<file path="config.mk">
export PLATFORM = sky130hd
export DESIGN_NAME = icap_reboot_ctrl
export DESIGN_NICKNAME = d
export VERILOG_FILES = /design/src/rtl/icap_reboot_ctrl.sv
export SDC_FILE = /design/constraint.sdc
export NUM_CORES = 1
export LEC_CHECK = 0
export BUFFER_PORTS_ARGS = -buffer_cell sky130_fd_sc_hd__buf_4
export CAP_MARGIN = 20
export CORE_MARGIN = 4
export CORE_UTILIZATION = 30
export DETAILED_ROUTE_END_ITERATION = 16
export PLACE_DENSITY = 0.56
export SETUP_SLACK_MARGIN = 0.05
export SYNTH_ARGS = -nofsm -noshare
export SYNTH_HDL_FRONTEND = slang
export SYNTH_SLANG_ARGS = --single-unit
</file>
<file path="constraint.sdc">
create_clock -name clk -period 3.3 [get_ports clk]
set_input_delay 0.99 -clock clk [delete_from_list [all_inputs] [get_ports clk]]
set_output_delay 0.99 -clock clk [all_outputs]
set_load 0.01 [all_outputs]
</file>
<file path="src/rtl/icap_reboot_ctrl.sv">
// -----------------------------------------------------------------------------
// icap_reboot_ctrl
//
// Multiboot reboot controller for Spartan-6. Several sources (watchdog, host
// command, push button, ...) may request a reboot. The lowest-numbered active
// requester wins. Its 24-bit SPI boot address is latched, and after a guard
// interval the 16-word IPROG command sequence is streamed into the ICAP pins.
// The ICAP_SPARTAN6 primitive lives in the parent; this block only drives it.
//
// Parameters
//   N_REQ          number of requesters (1..8)
//   GUARD_CYCLES   cycles between the grant and the first ICAP word (>= 1)
//   FALLBACK_ADDR  golden image address written to GENERAL3/GENERAL4
//   BITSWAP        1: bit-reverse every byte of the ICAP word, 0: raw word
//
// Ports
//   clk           system clock
//   rst_n         asynchronous active-low reset
//   enable        requests are only accepted while high (and only in IDLE)
//   req           level reboot request, one bit per source
//   req_addr      boot address per source, slice i = [24*i+23:24*i]
//   icap_busy     ICAP BUSY pin; while high the current word is held
//   icap_ce_n     ICAP CE, active low
//   icap_write_n  ICAP WRITE, active low means write
//   icap_i        ICAP data word
//   active        high while guarding or sending
//   grant_id      index of the granted requester (valid while active/done)
//   done          sticky, high once all 16 words were accepted
// -----------------------------------------------------------------------------
module icap_reboot_ctrl #(
   parameter int          N_REQ         = 4,
   parameter int          GUARD_CYCLES  = 16,
   parameter logic [23:0] FALLBACK_ADDR = 24'h0,
   parameter int          BITSWAP       = 1
) (
   input  logic                clk,
   input  logic                rst_n,
   input  logic                enable,
   input  logic [N_REQ-1:0]    req,
   input  logic [24*N_REQ-1:0] req_addr,
   input  logic                icap_busy,
   output logic                icap_ce_n,
   output logic                icap_write_n,
   output logic [15:0]         icap_i,
   output logic                active,
   output logic [2:0]          grant_id,
   output logic                done
);

   localparam int CW = $clog2(GUARD_CYCLES + 1);

   typedef enum logic [1:0] {
      S_IDLE  = 2'd0,
      S_GUARD = 2'd1,
      S_SEND  = 2'd2,
      S_DONE  = 2'd3
   } state_t;

   // ---------------------------------------------------------------------
   // State and registered outputs
   // ---------------------------------------------------------------------
   state_t        state_reg,    state_next;
   logic [CW-1:0] cnt_reg,      cnt_next;
   logic [3:0]    w_reg,        w_next;
   logic [23:0]   addr_reg,     addr_next;
   logic [2:0]    gid_reg,      gid_next;

   logic          ce_n_reg,     ce_n_next;
   logic          wr_n_reg,     wr_n_next;
   logic [15:0]   data_reg,     data_next;
   logic          active_reg,   active_next;
   logic          done_reg,     done_next;

   // ---------------------------------------------------------------------
   // Fixed-priority arbiter: lowest set index wins
   // ---------------------------------------------------------------------
   logic          any_req;
   logic [2:0]    win_id;
   logic [23:0]   win_addr;

   assign any_req = |req;

   always_comb begin
      win_id   = '0;
      win_addr = '0;
      // Scan from the top down so the lowest active index is written last.
      for (int i = N_REQ - 1; i >= 0; i--) begin
         if (req[i]) begin
            win_id   = 3'(i);
            win_addr = req_addr[24*i +: 24];
         end
      end
   end

   // ---------------------------------------------------------------------
   // IPROG word table
   // ---------------------------------------------------------------------
   function automatic logic [15:0] iprog_word(input logic [3:0] idx,
                                              input logic [23:0] a);
      logic [15:0] word;
      case (idx)
         4'd0:    word = 16'hFFFF;                       // dummy
         4'd1:    word = 16'hFFFF;                       // dummy
         4'd2:    word = 16'hAA99;                       // sync word, high
         4'd3:    word = 16'h5566;                       // sync word, low
         4'd4:    word = 16'h3261;                       // write GENERAL1
         4'd5:    word = a[15:0];                        // multiboot addr low
         4'd6:    word = 16'h3281;                       // write GENERAL2
         4'd7:    word = {8'h0B, a[23:16]};              // SPI read opcode + addr high
         4'd8:    word = 16'h32A1;                       // write GENERAL3
         4'd9:    word = FALLBACK_ADDR[15:0];            // golden addr low
         4'd10:   word = 16'h32C1;                       // write GENERAL4
         4'd11:   word = {8'h0B, FALLBACK_ADDR[23:16]};  // opcode + golden addr high
         4'd12:   word = 16'h30A1;                       // write CMD
         4'd13:   word = 16'h000E;                       // IPROG
         default: word = 16'h2000;                       // NOOPs (14, 15)
      endcase
      return word;
   endfunction

   // The word for the index that will be on the bus after this edge. It uses
   // the latched address only, so req/req_addr never reach icap_i directly.
   logic [15:0] raw_word;
   logic [15:0] swap_word;

   assign raw_word = iprog_word(w_next, addr_reg);

   // ICAP on Spartan-6 expects each byte bit-reversed relative to the
   // bitstream order; BITSWAP selects whether that is done here.
   genvar gi;
   generate
      for (gi = 0; gi < 16; gi++) begin : g_swap
         if (BITSWAP != 0) begin : g_rev
            assign swap_word[gi] = raw_word[(gi / 8) * 8 + 7 - (gi % 8)];
         end else begin : g_raw
            assign swap_word[gi] = raw_word[gi];
         end
      end
   endgenerate

   // ---------------------------------------------------------------------
   // Next-state logic
   // ---------------------------------------------------------------------
   always_comb begin
      state_next = state_reg;
      cnt_next   = cnt_reg;
      w_next     = w_reg;
      addr_next  = addr_reg;
      gid_next   = gid_reg;

      case (state_reg)
         S_IDLE: begin
            // Grant and address latch share one edge.
            if (enable && any_req) begin
               state_next = S_GUARD;
               cnt_next   = CW'(GUARD_CYCLES);
               addr_next  = win_addr;
               gid_next   = win_id;
            end
         end

         S_GUARD: begin
            // Counts GUARD_CYCLES down after the grant edge; the extra cycle
            // spent at zero puts the first word on the bus exactly
            // GUARD_CYCLES+1 edges after the grant.
            if (cnt_reg == '0) begin
               state_next = S_SEND;
               w_next     = 4'd0;
            end else begin
               cnt_next = cnt_reg - CW'(1);
            end
         end

         S_SEND: begin
            // The word currently on icap_i is consumed on any edge where BUSY
            // is low; otherwise index and data are held.
            if (!icap_busy) begin
               if (w_reg == 4'd15) begin
                  state_next = S_DONE;
               end else begin
                  w_next = w_reg + 4'd1;
               end
            end
         end

         S_DONE: begin
            // Terminal until reset.
         end

         default: begin
            state_next = S_IDLE;
         end
      endcase
   end

   // ---------------------------------------------------------------------
   // Output decode from the next state, so every pin is a flop output
   // ---------------------------------------------------------------------
   always_comb begin
      ce_n_next   = 1'b1;
      wr_n_next   = 1'b1;
      data_next   = 16'hFFFF;
      active_next = 1'b0;
      done_next   = 1'b0;

      case (state_next)
         S_GUARD: begin
            wr_n_next   = 1'b0;
            active_next = 1'b1;
         end
         S_SEND: begin
            ce_n_next   = 1'b0;
            wr_n_next   = 1'b0;
            data_next   = swap_word;
            active_next = 1'b1;
         end
         S_DONE: begin
            done_next = 1'b1;
         end
         default: begin
         end
      endcase
   end

   // ---------------------------------------------------------------------
   // Registers
   // ---------------------------------------------------------------------
   always_ff @(posedge clk or negedge rst_n) begin
      if (!rst_n) begin
         state_reg  <= S_IDLE;
         cnt_reg    <= '0;
         w_reg      <= '0;
         addr_reg   <= '0;
         gid_reg    <= '0;
         ce_n_reg   <= 1'b1;
         wr_n_reg   <= 1'b1;
         data_reg   <= 16'hFFFF;
         active_reg <= 1'b0;
         done_reg   <= 1'b0;
      end else begin
         state_reg  <= state_next;
         cnt_reg    <= cnt_next;
         w_reg      <= w_next;
         addr_reg   <= addr_next;
         gid_reg    <= gid_next;
         ce_n_reg   <= ce_n_next;
         wr_n_reg   <= wr_n_next;
         data_reg   <= data_next;
         active_reg <= active_next;
         done_reg   <= done_next;
      end
   end

   assign icap_ce_n    = ce_n_reg;
   assign icap_write_n = wr_n_reg;
   assign icap_i       = data_reg;
   assign active       = active_reg;
   assign grant_id     = gid_reg;
   assign done         = done_reg;

endmodule

</file>
==> reports/metrics.cfg <==
[status]
status=finished, final reports clean

[critical_path]
max_stage_delay_ns=0.59
crit_fanout=7
path_cells=buf_4 -> or4_1 -> a21boi_1 -> o21ai_0 -> a22oi_1 -> nor2_1 -> a21oi_1 -> ha_1 -> buf_4 -> o21a_1 -> o211ai_1
cp.arrival_ns=3.13
cp_slowest_cell=or4_1
critPathLaunchType=input port
crit_path_end_kind=flip-flop
cp_common_cell=buf_4
criticalPathCategory=in -> reg
cp.required_ns=3.55

[worst_hold_path]
hp-class=reg -> reg

[drt]
firstDrtPassIters=4
routed-wl-met2_mm=4.762
route.detailed.drc=0
first_iter_violations=175
wirelength_mm=10.16
routed.top_layer=met4
wl_met3_microns=601
met1_length_mm=4.584
drt.antenna.violating_nets=0
via_count=3123
viasPerCell=5.311
wire_per_inst_microns=17.29

[yosys]
synth_ff_type=dfrtp_1
seq_area_frac_synth=0.4483
netlist_area_sq_um=3232
yosysWarningCount=0
async_flop_share=1.000
synth_top_area_cell=dfrtp_1
syn_avg_cell_area_sq_um=9.853
synth_top_area_frac=0.3020
syn_nets=441
synth-edff-count=0
synth_cell_types=60
synth_seq_cells=57
ys_top_cells_by_area=dfrtp_1 (30%), dfstp_2 (15%), a221oi_1 (6.5%), o31ai_1 (6.3%), o22ai_1 (5.4%)
synthCells=328

[power]
intPower_w=0.001850
combPwrFrac=0.363
clock_power_share=0.250
finalPower_w=0.002911
p_per_area_nw_per_um2=645.6
peakVddDrop_v=0.0002158
switchingPower_w=0.001062
p_leak_nw=2.035
p_sw_frac=0.3647
p_seq_frac=0.387

[finish]
fillers=1026
nNetsFinal=560
layoutNonFillerInstCount=588
multi_input_area_sq_um=1598
syn_to_final_growth_pct=39.53
layout_common_cells=buf_4 (135), dfrtp_1 (39), nand2_1 (38), o22ai_1 (28), o31ai_1 (27)
drive_above_1_share=0.4159
largest_register_ffs=24
utilization=0.4329
seqCellArea_sq_um=1449
antenna-diode-count=0
final_common_cell=buf_4

[clock_tree]
cts_hold_buffers=0
cts_root_buffer=clkbuf_8
cts_tree=yes
cts_sinks=57
tritoncts.num_buffers=9
cts_buffer_depth=2
ctsResizeCount=0
clk_latency_ns=0.34
path_clk_slew_ns=0.07
post_cts_buffers=0
htreeDepth=3

[placement]
routabilityCongestion=0.8279
dp_cells=572
dp_hpwl_mm=7.752
portBuffers=125

[floorplanning]
start_util=0.3103
die_area_sq_um=12500
die_h_microns=111.8
core_sq_um=10420
die_x_microns=111.8
num_rows=37
num_io_pins=127

[global_routing]
antenna_found_initial=0
gr-total-overflow=0
grt_pass1_wl_mm=16.34
grt_pass1_vias=3213
grt_max_degree=58
grt_use_total=0.1631

[sta]
final.period_utilization=0.8723
fmax_mhz=347.4
finClkSkew_ns=0.008021
slew_viol_final=0
setup-violations-final=0
setup-tns-final_ns=0
rsz0062_at_grt=no
relSlewSlack=0.4580
hold_viol_final=0
post-route-min-period_ns=2.879
tightest_slew_ns=0.8110

[run]
maxCapViolations=0

-- critical path, delay by kind of cell --
| family | cells | cell delay [ns] |
|---|---|---|
| fa+ha+maj | 1 | 0.24 |
| simple gates | 2 | 0.65 |
| buf+inv | 2 | 0.29 |
| compound gates | 6 | 0.97 |
-- worst paths after layout --
path | startpoint | endpoint | slack, ns | depth (start not counted)
min in group asynchronous | rst_n | grant_id[0]$_DFFE_PN0P_ | 0.70 | 1
worst max register to register | cnt_reg[0]$_DFFE_PN0P_ | icap_i[3]$_DFF_PN1_ | 0.74 | 9
worst min-delay path | addr_reg[1]$_DFFE_PN0P_ | addr_reg[1]$_DFFE_PN0P_ | 0.48 | 2
max in group asynchronous | rst_n | w_reg[0]$_DFF_PN0_ | 2.11 | 1
worst max-delay path | req[2] | icap_i[6]$_DFF_PN1_ | 0.42 | 11
worst min register to register | addr_reg[1]$_DFFE_PN0P_ | addr_reg[1]$_DFFE_PN0P_ | 0.48 | 2
-- layer usage --
layer | track usage | vias to the layer above
met1 | 0.2223 | 1493
met2 | 0.2510 | 116
met3 | 0.03913 | 13
met5 | 0 | -
met4 | 0.06164 | 0
li1 | - | 1501
-- final cells by class --
type | instances | share of cell area
multi-input combinational | 229 | 0.3543
clock buffer | 11 | 0.03135
inverter | 15 | 0.01304
clock inverter | 5 | 0.01748
timing repair buffer | 135 | 0.2248
sequential | 57 | 0.3213
tap | 136 | 0.03774
-- power groups by stage --
stage / Sequential, W / Clock, W / Combinational, W
5_1_grt: 0.00116 / 0.000780 / 0.00118
6_report: 0.00113 / 0.000727 / 0.00106
3_3_place_gp: 0.00113 / 0 / 0.00104
3_5_place_dp: 0.00114 / 0 / 0.00105
4_1_cts: 0.00113 / 0.000749 / 0.00106
2_1_floorplan: 0.00108 / 0 / 0.000674
-- cells by family (layout without fill, tap and decap cells) --
logic type      Yosys count  after routing  share of synthesized area
mux                       4              4                    0.01239
simple gates             75             75                     0.1200
xor+xnor                  4              4                    0.01084
buf+inv                  42            166                    0.05962
other cells               1              1                   0.001160
flops                    57             57                     0.4483
compound gates          136            136                     0.3128
fa+ha+maj                 9              9                    0.03484
-- synthesized netlist by cell type (4+ instances only) --
cell,count
a21oi_1,16
a221oi_1,24
clkbuf_1,20
dfrtp_1,39
dfstp_2,18
ha_1,9
inv_1,10
inv_2,4
mux2i_1,4
nand2_1,38
nor2_1,12
nor2b_1,4
o211ai_1,4
o21ai_0,5
o21ai_1,7
o22ai_1,28
o31ai_1,27
-- stage by stage --
| step | setup slack (ns) | cell area (sq um) | hold slack [ns] |
|---|---|---|---|
| after floorplan | 0.1091 | 3232 | 0.4398 |
| after global placement | 0.1227 | 4289 | 0.4673 |
| after detailed placement | 0.07596 | 4289 | 0.4703 |
| after CTS | 0.4416 | 4509 | 0.4868 |
| after global routing | 0.2362 | 4509 | 0.5083 |
| final | 0.4214 | 4509 | 0.4832 |
Power figures use the tool's default switching activity.
